## config.mk

```make
export PLATFORM = sky130hd
export DESIGN_NAME = hamming_serial_receiver_flat
export DESIGN_NICKNAME = d
export VERILOG_FILES = /design/src/rtl/hamming_serial_receiver_if.sv /design/src/rtl/hamming_serial_receiver.sv /design/src/flat_wrapper.sv
export SDC_FILE = /design/constraint.sdc
export NUM_CORES = 1
export LEC_CHECK = 0
export CORE_ASPECT_RATIO = 0.6
export CORE_MARGIN = 3
export CORE_UTILIZATION = 35
export DETAILED_ROUTE_END_ITERATION = 7
export HOLD_SLACK_MARGIN = 0.12
export PLACE_DENSITY_LB_ADDON = 0.15
export SYNTH_ARGS = -nofsm -noshare
export SYNTH_HDL_FRONTEND = slang
export SYNTH_SLANG_ARGS = --single-unit
```

## constraint.sdc

```tcl
create_clock -name clk -period 3.15 [get_ports clk]
set_input_delay 0.315 -clock clk [delete_from_list [all_inputs] [get_ports clk]]
set_output_delay 0.315 -clock clk [all_outputs]
set_load 0.02 [all_outputs]
```

## src/rtl/hamming_serial_receiver_if.sv

```systemverilog
// Serial Hamming(7,4) receive port: bit stream in, decoded nibble and status out.
// master drives shift/serial_in/frame_clr; slave is the receiver.
interface hamming_serial_receiver_if;
  logic       shift;
  logic       serial_in;
  logic       frame_clr;
  logic [3:0] data_out;
  logic       valid;
  logic [2:0] syndrome;
  logic       err_corrected;
  logic       busy;

  modport master (
    output shift, serial_in, frame_clr,
    input  data_out, valid, syndrome, err_corrected, busy
  );

  modport slave (
    input  shift, serial_in, frame_clr,
    output data_out, valid, syndrome, err_corrected, busy
  );
endinterface

```

## src/rtl/hamming_serial_receiver.sv

```systemverilog
// Deserialises LSB-first Hamming(7,4) codewords and decodes them; result is valid one cycle
// after the 7th sampled bit. No backpressure: shift paces the input, valid is a one-cycle pulse.
module hamming_serial_receiver #(
  parameter bit CORRECT_EN = 1'b1
) (
  input  logic                      clk,
  input  logic                      stp_reset,
  hamming_serial_receiver_if.slave  bus
);

  typedef enum logic [1:0] {IDLE, RECV, DECODE} state_t;

  state_t     state_q;
  logic [2:0] cnt_q;
  logic [6:0] sr_q;
  logic [3:0] data_q;
  logic [2:0] syn_q;
  logic       err_q;
  logic       valid_q;

  logic [2:0] syn_d;
  logic [6:0] fixed_d;

  // sr_q[k] holds codeword bit c(k+1); syndrome value names the failing position directly.
  always_comb begin
    syn_d = {sr_q[3] ^ sr_q[4] ^ sr_q[5] ^ sr_q[6],
             sr_q[1] ^ sr_q[2] ^ sr_q[5] ^ sr_q[6],
             sr_q[0] ^ sr_q[2] ^ sr_q[4] ^ sr_q[6]};
    fixed_d = sr_q;
    if (CORRECT_EN && (syn_d != 3'd0)) begin
      fixed_d = sr_q ^ (7'd1 << (syn_d - 3'd1));
    end
  end

  always_ff @(posedge clk or posedge stp_reset) begin
    if (stp_reset) begin
      state_q <= IDLE;
      cnt_q   <= 3'd0;
      sr_q    <= 7'd0;
      data_q  <= 4'd0;
      syn_q   <= 3'd0;
      err_q   <= 1'b0;
      valid_q <= 1'b0;
    end else begin
      valid_q <= 1'b0;
      case (state_q)
        IDLE: begin
          if (bus.shift) begin
            sr_q    <= {6'd0, bus.serial_in};
            cnt_q   <= 3'd1;
            state_q <= RECV;
          end
        end
        RECV: begin
          if (bus.frame_clr) begin
            sr_q    <= 7'd0;
            cnt_q   <= 3'd0;
            state_q <= IDLE;
          end else if (bus.shift) begin
            sr_q[cnt_q] <= bus.serial_in;
            if (cnt_q == 3'd6) begin
              cnt_q   <= 3'd0;
              state_q <= DECODE;
            end else begin
              cnt_q <= cnt_q + 3'd1;
            end
          end
        end
        DECODE: begin
          data_q  <= {fixed_d[6], fixed_d[5], fixed_d[4], fixed_d[2]};
          syn_q   <= syn_d;
          err_q   <= (syn_d != 3'd0);
          valid_q <= 1'b1;
          // A bit arriving in the decode cycle is the first bit of the next frame.
          if (bus.shift && !bus.frame_clr) begin
            sr_q    <= {6'd0, bus.serial_in};
            cnt_q   <= 3'd1;
            state_q <= RECV;
          end else begin
            cnt_q   <= 3'd0;
            state_q <= IDLE;
          end
        end
        default: begin
          cnt_q   <= 3'd0;
          state_q <= IDLE;
        end
      endcase
    end
  end

  assign bus.data_out      = data_q;
  assign bus.syndrome      = syn_q;
  assign bus.err_corrected = err_q;
  assign bus.valid         = valid_q;
  assign bus.busy          = (state_q != IDLE);

endmodule

```

## src/flat_wrapper.sv

```systemverilog
// flat-port wrapper written by rule: the top's interface ports become plain ports
module hamming_serial_receiver_flat 
#(
  parameter bit CORRECT_EN = 1'b1
)
  (clk, stp_reset, bus_shift, bus_serial_in, bus_frame_clr, bus_data_out, bus_valid, bus_syndrome, bus_err_corrected, bus_busy);
  hamming_serial_receiver_if bus_i ();
  input  logic clk;
  input  logic stp_reset;
  input wire logic [$bits(bus_i.shift)-1:0] bus_shift;
  input wire logic [$bits(bus_i.serial_in)-1:0] bus_serial_in;
  input wire logic [$bits(bus_i.frame_clr)-1:0] bus_frame_clr;
  output wire logic [$bits(bus_i.data_out)-1:0] bus_data_out;
  output wire logic [$bits(bus_i.valid)-1:0] bus_valid;
  output wire logic [$bits(bus_i.syndrome)-1:0] bus_syndrome;
  output wire logic [$bits(bus_i.err_corrected)-1:0] bus_err_corrected;
  output wire logic [$bits(bus_i.busy)-1:0] bus_busy;
  assign bus_i.shift = bus_shift;
  assign bus_i.serial_in = bus_serial_in;
  assign bus_i.frame_clr = bus_frame_clr;
  assign bus_data_out = bus_i.data_out;
  assign bus_valid = bus_i.valid;
  assign bus_syndrome = bus_i.syndrome;
  assign bus_err_corrected = bus_i.err_corrected;
  assign bus_busy = bus_i.busy;
  hamming_serial_receiver #(.CORRECT_EN(CORRECT_EN)) u_core (.clk(clk), .stp_reset(stp_reset), .bus(bus_i));
endmodule
```

* Yosys cells after proc, flatten, opt, wreduce, memory -nomap -nowiden
Index checks and enable logic that the tools add are counted.
Cells by class: add/sub/neg operators 2, order comparisons 2, eq/ne operators 7, shifts and indexed selects 1, multiplexer cells 22, bitwise logic cells 10, reductions and logical operators 10
Operators with widths (number):
- 2-to-1 mux 7 bit | 5
- one-hot mux 7 bit (3 select lines) | 1
- 2-to-1 mux 3 bit | 4
- one-hot mux 3 bit (3 select lines) | 1
- XOR 1 bit | 9
- 2-to-1 mux 2 bit | 4
- bitwise mux 7 bit | 1
- << shifter 1 x 3 -> 7 bit (first input constant) | 1
- XOR 7 bit | 1
- one-hot mux 2 bit (3 select lines) | 1
- nonzero test 3 bit | 2
- less-than comparator 3 x 4 -> 1 bit (second input constant) | 1
- 2-to-1 mux 1 bit | 4
- AND reduction 4 bit | 1
- adder 3 x 1 -> 3 bit (second input constant) | 1
- demux 1 bit (select 3 bit) | 1
- equality test 3 bit (second input constant) | 1
- greater-or-equal comparator 3 x 1 -> 1 bit (second input constant) | 1
- inequality test 3 x 2 -> 1 bit (second input constant) | 1
- inequality test 3 bit (second input constant) | 1
- AND reduction 3 bit | 1
- subtractor 3 x 1 -> 3 bit (second input constant) | 1
- equality test 2 x 1 -> 1 bit (second input constant) | 1
- equality test 2 bit (second input constant) | 1
- 7 further kinds | 8
Storage, ports and cells: bits in registers 21, input port bits 5, output and inout bits 10, logic and storage cells 61

* Depth between registers and ports, before layout
word-level depth 8, depth in mapped cells 9

* Worst setup path after synthesis
OpenSTA, ideal clock, no wires.
path type register -> register, from register u_core.sr_q[4], to register u_core.data_q[2] (netlist: u_core.bus.data_out[2]), setup time 0.066 ns, data arrival time 1.981 ns, required time 3.084 ns, setup slack 1.103 ns, stages on the path, launching flop included 10, cells stage by stage dfrtp_1 > buf_2 > xnor2_2 > nand2_1 > o21ai_0 > ha_1 > nor2_1 > nand4_1 > a211o_1 > nand3_2
On the way: longest elaborated chain between the ends 7, elaborated cells on any way between the ends 10
RTL lines:
- from (decl) | RTL line hamming_serial_receiver.sv:15 | logic [6:0] sr_q;
- from (signal assigned) | RTL line hamming_serial_receiver.sv:49 | sr_q <= {6'd0, bus.serial_in};
- from (signal, indexed assignment) | RTL line hamming_serial_receiver.sv:60 | sr_q[cnt_q] <= bus.serial_in;
- from (signal assigned) | RTL line hamming_serial_receiver.sv:76 | sr_q <= {6'd0, bus.serial_in};
- XOR 1 bit (3 in series) | RTL line hamming_serial_receiver.sv:26 | syn_d = {sr_q[3] ^ sr_q[4] ^ sr_q[5] ^ sr_q[6],
- subtractor 3 x 1 -> 3 bit | RTL line hamming_serial_receiver.sv:31 | fixed_d = sr_q ^ (7'd1 << (syn_d - 3'd1));
- << shifter 1 x 3 -> 7 bit | RTL line hamming_serial_receiver.sv:31
- XOR 7 bit | RTL line hamming_serial_receiver.sv:31
- 2-to-1 mux 7 bit * | RTL line hamming_serial_receiver.sv:30 | if (CORRECT_EN && (syn_d != 3'd0)) begin
- to (signal assigned) | RTL line hamming_serial_receiver.sv:70 | data_q <= {fixed_d[6], fixed_d[5], fixed_d[4], fixed_d[2]};
- to (decl) | RTL line hamming_serial_receiver.sv:16 | logic [3:0] data_q;
Every way passes the cells marked *; elsewhere a longest branch is shown, timed or not. A chain may end at the register's enable or synchronous reset.

* Final worst setup path
Same ends and word-level chain as after synthesis.

==> impl_metrics.yaml <==
global_route:
  grt_max_degree: 22
  grt_pass1_vias: 998
  grt_pass1_wl_um: 4954
  track_usage_pct: 14.26
  antenna_found_initial: 0
  grt_overflow: 0
setup_path:
  cpMaxStageDelayCell: "dfrtp_1"
  startpoint: "u_core.sr_q[4]$_DFFE_PP0P_"
  timing.rr.end: "u_core.bus.data_out[2]$_DFFE_PP0P_"
  critPathMaxStageDelay_ns: 0.49
  path_max_fanout: 6
  worstPathArrival_ns: 2.55
  worstReg2RegStart: "u_core.sr_q[4]$_DFFE_PP0P_"
  end_kind: "flop"
  reg2reg_slack_ns: 0.80
  critical_path_class: "flop to flop"
  start_kind: "flop"
  cp.required_ns: 3.35
  rr_worst_depth: 8
  crit_chain: "xnor2_2 -> nand2_1 -> o21ai_0 -> ha_1 -> nor2_1 -> nand4_1 -> a211o_1 -> nand3_2"
synth:
  synth_top_area_share_pct: 40.15
  yosys.area_share.xor_xnor_pct: 10.80
  synth-main-ff-cell: "dfrtp_1"
  netlist_area_sq_um: 1309
  synth_top_family_by_area: "simple AND/OR/NAND/NOR gates"
  synth_seq_cells: 21
  async_reset_ff_share_pct: 100.0
  synth_compound_area_share_pct: 17.21
  yosys.area_share.adder_pct: 0.9560
  synth-simple-area-share_pct: 25.53
  synth.distinct_cells: 33
  syn_nets: 151
  synthMuxAreaShare_pct: 0.7648
  synthTopCellsByCount: "22 x o21ai_0, 21 x dfrtp_1, 14 x nand2_1"
  synth_edf_count: 0
  synth_most_common_cell: "o21ai_0"
  synth_top_cell_by_area: "dfrtp_1"
  synth_area_leaders: "dfrtp_1 40%, o21ai_0 8.4%, nand4_1 5.3%, nand2_1 4.0%, xnor2_2 3.7%"
  syn-instance-count: 145
  yosys_warnings: 0
  synth.yosys.seq_area_share_pct: 40.15
  syn_avg_cell_area_sq_um: 9.026
worst_hold_path:
  min_path_type: "flop to flop"
  hold_path_end: "u_core.bus.data_out[0]$_DFFE_PP0P_"
  hp-start: "u_core.bus.data_out[0]$_DFFE_PP0P_"
  holdPathStages: 2
final_layout:
  nets: 159
  post_route_cells_drive_above_1_share_pct: 8.553
  fillers: 340
  finalInstanceArea_sq_um: 1499
  utilization_pct: 43.79
  antenna_cells: 0
  multi_input_area_sq_um: 723.2
  regArea_sq_um: 525.5
  area_growth_pct: 14.53
drt:
  first_pass_iters: 4
  viasPerCell: 5.426
  first_iter_violations: 58
  wl_per_cell_um: 14.49
  ant_nets: 0
  wl_um: 2855
  drc: 0
  vias: 1069
clocking:
  cts.repair.resized: 0
  postCtsHoldBufs: 0
  cts-buffers-inserted: 3
  clk_latency_ns: 0.27
  cts_tree: "yes"
  clock_sinks: 21
  post_cts_buffers: 0
  cts.htree.levels: 1
  clockRootBuffer: "clkbuf_8"
  cts_buffer_depth: 2
  clkTransAtPathRegs_ns: 0.09
floorplan:
  dieArea_sq_um: 4533
  die_height_um: 53.37
  num_io_pins: 15
  rows: 16
  die_width_um: 84.95
  start_util_pct: 38.23
  coreArea_sq_um: 3423
timing:
  min_period_over_period_pct: 74.49
  setup_slack_ns: 0.8037
  setup_viol: 0
  finalMaxSlewViolations: 0
  rsz0062_at_grt: "false"
  finalSetupTns_ns: 0
  max_freq_ghz: 0.4262
  relSlewSlack_pct: 43.59
  worst_pin_slew_ns: 0.8452
  layout_min_cycle_time_ns: 2.346
  fin_skew_ns: 0.01178
  finalHoldViolations: 0
run:
  drv_cap: 0
place:
  port_buffers: 14
  postPlaceCellArea_sq_um: 1453
  dp_hpwl_um: 2081
  dp_slack_ns: 0.8555
  place_congestion: 0.8157
power_and_ir_drop:
  pwr_density_cell_nw_per_um2: 407.9
  ir_drop_v: 0.0001766
  fin_total_pwr_w: 0.0006115
  cellLeakagePower_nw: 0.6108
outcome:
  status: "finished, final reports clean"
## placed cells by master (no fill, tap or decap), drive strengths merged, types with 2 or more instances in the layout
master         instances
o211ai                 2
nand4                 11
a211o                  3
nor2b                  4
inv                    2
nand2b                 3
nand2                 14
nand3                  5
nor3                   4
xor2                   3
a21oi                  5
clkdlybuf4s50         14
clkbuf                 3
xnor2                  8
nor3b                  3
nor2                   8
or3b                   2
dfrtp                 21
o21a                   3
nand3b                 3
o21ai                 22
## sequential cells by signal, summed over array words and instances (netlist names)
| register | cells |
|---|---|
| u_core.bus.data_out | 4 |
| u_core.bus.err_corrected | 1 |
| u_core.bus.syndrome | 3 |
| u_core.bus.valid | 1 |
| u_core.cnt_q | 3 |
| u_core.sr_q | 7 |
| u_core.state_q | 2 |
## final cells by class
| class | count | share of cell area, % |
|---|---|---|
| clock buffers | 3 | 2.755 |
| clock inverters | 1 | 0.3339 |
| inverters | 2 | 0.5008 |
| multi-input cells | 111 | 48.25 |
| flip-flops and latches | 21 | 35.06 |
| well taps | 45 | 3.756 |
| repair buffers | 14 | 9.349 |
## how the worst max path moves through the flow
stage	end	slack, ns
6_report	u_core.bus.data_out[2]$_DFFE_PP0P_	0.80
5_1_grt	u_core.bus.data_out[2]$_DFFE_PP0P_	0.61
4_1_cts	u_core.bus.data_out[2]$_DFFE_PP0P_	0.82
3_5_place_dp	u_core.bus.data_out[2]$_DFFE_PP0P_	0.86
3_3_place_gp	u_core.bus.data_out[2]$_DFFE_PP0P_	0.95
2_1_floorplan	u_core.bus.data_out[2]$_DFFE_PP0P_	1.10
## critical path, delay by kind of cell (launching register included)
kind	cells	cell delay, ns
and+or+nand+nor	4	0.69
adders and majority gates	1	0.26
xor gates and xnor gates	1	0.34
AOI/OAI and AO/OA	2	0.50
DFF	1	0.49
## cell families after synthesis
family,Yosys count
buffers and inverters,13
AO/OA/AOI/OAI,38
XOR/XNOR,11
flip-flops,21
multiplexers,1
adder cells (fa/ha/maj),1
AND/OR/NAND/NOR,60
## routing by layer
layer	track usage [%]	routed length, um	up-vias
met2	18.43	1093	21
met1	21.73	1636	516
met3	4.355	110	4
li1	-	-	528
met4	4.474	14	0
met5	0	0	-
## report_power, final
group	internal (W)	switching, W	total (W)
clock network	0.0000884	0.0000950	0.000183
registers	0.000280	0.0000253	0.000305
logic	0.0000529	0.0000704	0.000123
## per-stage QoR
stage	cells	hold WS (ns)
4_1_cts	197	0.4884
6_report	197	0.4826
2_1_floorplan	145	0.2915
5_1_grt	197	0.5179
3_5_place_dp	193	0.4703
3_3_place_gp	193	0.4613
Note: power is estimated with default switching activity, not from simulation.
==> RTL change: new RTL, same settings <==
`CORRECT_EN` is set to 1'b1 in 2 places; all go to 1'b0.
--- a/src/rtl/hamming_serial_receiver.sv
+++ b/src/rtl/hamming_serial_receiver.sv
@@ -1,7 +1,7 @@
 // Deserialises LSB-first Hamming(7,4) codewords and decodes them; result is valid one cycle
 // after the 7th sampled bit. No backpressure: shift paces the input, valid is a one-cycle pulse.
 module hamming_serial_receiver #(
-  parameter bit CORRECT_EN = 1'b1
+  parameter bit CORRECT_EN = 1'b0
 ) (
   input  logic                      clk,
   input  logic                      stp_reset,
--- a/src/flat_wrapper.sv
+++ b/src/flat_wrapper.sv
@@ -1,7 +1,7 @@
 // flat-port wrapper written by rule: the top's interface ports become plain ports
 module hamming_serial_receiver_flat 
 #(
-  parameter bit CORRECT_EN = 1'b1
+  parameter bit CORRECT_EN = 1'b0
 )
   (clk, stp_reset, bus_shift, bus_serial_in, bus_frame_clr, bus_data_out, bus_valid, bus_syndrome, bus_err_corrected, bus_busy);
   hamming_serial_receiver_if bus_i ();
Check against the original RTL: not equivalent (Yosys sat finds a counterexample within 10 cycles, from zero or initial values and one cycle with stp_reset high).
==> RTL change against the unedited design <==
- routed wire length shrank 20%
- cell count shrank 18%
- hold slack lost 0.0023 ns
- sequential cell count is the same
- setup slack gained 0.36 ns
- final area shrank 12%
- critical path type is now flop to output pin
- area after synthesis shrank 14%
Power is not compared: it rests on default switching activity, and its combinational part moved more than twofold at a synthesized area within 25%.
==> RTL change: results <==
status:
  status: "finished, final reports clean"
synth:
  synth.area.top_cells: "dfrtp_1 (46%), xnor2_1 (5.4%), o21ai_0 (4.0%)"
  synth_warnings: 0
  async_flop_share: 1.00
  ys_seq_area_frac: 0.465
  synth_cells: 110
  ys_types: 40
  synth_ff_type: "dfrtp_1"
  ys_top_cells_by_count: "dfrtp_1 (21), nand2_1 (12), o21ai_0 (9)"
  synthesis.nets: 115
detailed_routing:
  dr_wl_met3_um: 131
  vias: 815
  drt-initial-drc-count: 72
  drt-total-wl_um: 2280
  met2WireLength_um: 882
  drt-met1-wl_um: 1250
grt:
  grt_pass1_wl_um: 3870
  grt_usage: 0.130
  grt_pass1_vias: 769
  grt_start_max_net_pins: 22
min_path:
  hp-class: "flop to flop"
finish:
  nets: 126
  drive_gt1_frac: 0.108
  num-fill-cells: 279
  fin_cells: 162
setup_path:
  slowest_delay_ns: 0.54
  critPathTopFamily: "buffers and inverters"
  cp_max_fo: 10
  cp.arrival_ns: 1.67
  crit_slowest_cell: "clkdlybuf4s50_1"
run:
  maxCapViolations: 0
placement:
  dpl_cell_area_mm2: 0.00127
  hpwl_um: 1680
  port-buffer-count: 14
  place.gp.congestion: 0.864
  pre_cts_slack_ns: 1.13
pwr:
  power_switching_uw: 367
  p_leak_nw: 0.575
timing:
  worstMarginPinSlew_ns: 0.832
  fin_skew_ns: 0.00318
clock_tree:
  insertion_delay_ns: 0.26
## RTL change: metal layers
metal,GRT usage,vias up
met2,0.168,26
met4,0.0229,0
li1,-,407
met3,0.0474,2
met5,0,-
met1,0.203,380
## RTL change: logic make-up (layout without fill, tap and decap cells)
| kind of cell | after synthesis | after routing | share of synthesized area |
|---|---|---|---|
| multiplexers | 4 | 4 | 0.0398 |
| XOR/XNOR | 8 | 8 | 0.0619 |
| AO/OA/AOI/OAI | 30 | 30 | 0.185 |
| AND/OR/NAND/NOR | 36 | 36 | 0.189 |
| buffers and inverters | 11 | 21 | 0.0597 |
| flip-flops | 21 | 21 | 0.465 |
## RTL change: path summary, 6_finish.rpt
path	slack, ns	startpoint	end	depth (start not counted)
min in group asynchronous	0.53	stp_reset	u_core.bus.data_out[2]	2
max in group asynchronous	2.11	stp_reset	u_core.fixed_d[1]	2
setup / recovery	1.17	u_core.state_q[1]	bus_busy	2
setup reg to reg	1.55	u_core.state_q[0]	u_core.cnt_q[0]	4
hold reg to reg	0.48	u_core.bus.syndrome[0]	u_core.bus.syndrome[0]	2
hold / removal	0.48	u_core.bus.syndrome[0]	u_core.bus.syndrome[0]	2
## RTL change: cell type report
cell class | instances | area, um^2 | share of cell area
clock buffer | 4 | 45.0 | 0.0343
sequential | 21 | 526 | 0.400
multi-input combinational | 78 | 538 | 0.410
inverter | 3 | 11.3 | 0.00858
timing repair buffer | 14 | 140 | 0.107
tap | 42 | 52.6 | 0.0400
## RTL change: power groups by stage
| stage | Combinational [mW] | Clock [mW] | Sequential [mW] |
|---|---|---|---|
| 2_1_floorplan | 0.307 | 0 | 0.395 |
| 3_3_place_gp | 0.391 | 0 | 0.414 |
| 3_5_place_dp | 0.394 | 0 | 0.416 |
| 4_1_cts | 0.396 | 0.182 | 0.409 |
| 5_1_grt | 0.437 | 0.194 | 0.425 |
| 6_report | 0.393 | 0.176 | 0.412 |
## RTL change: worst register-to-register path, cell delays in order, from the launching register on
cell and delay, ns:
dfrtp_1 0.53, nor3b_4 0.40, nand2_2 0.14, o32a_1 0.31, o22ai_1 0.14
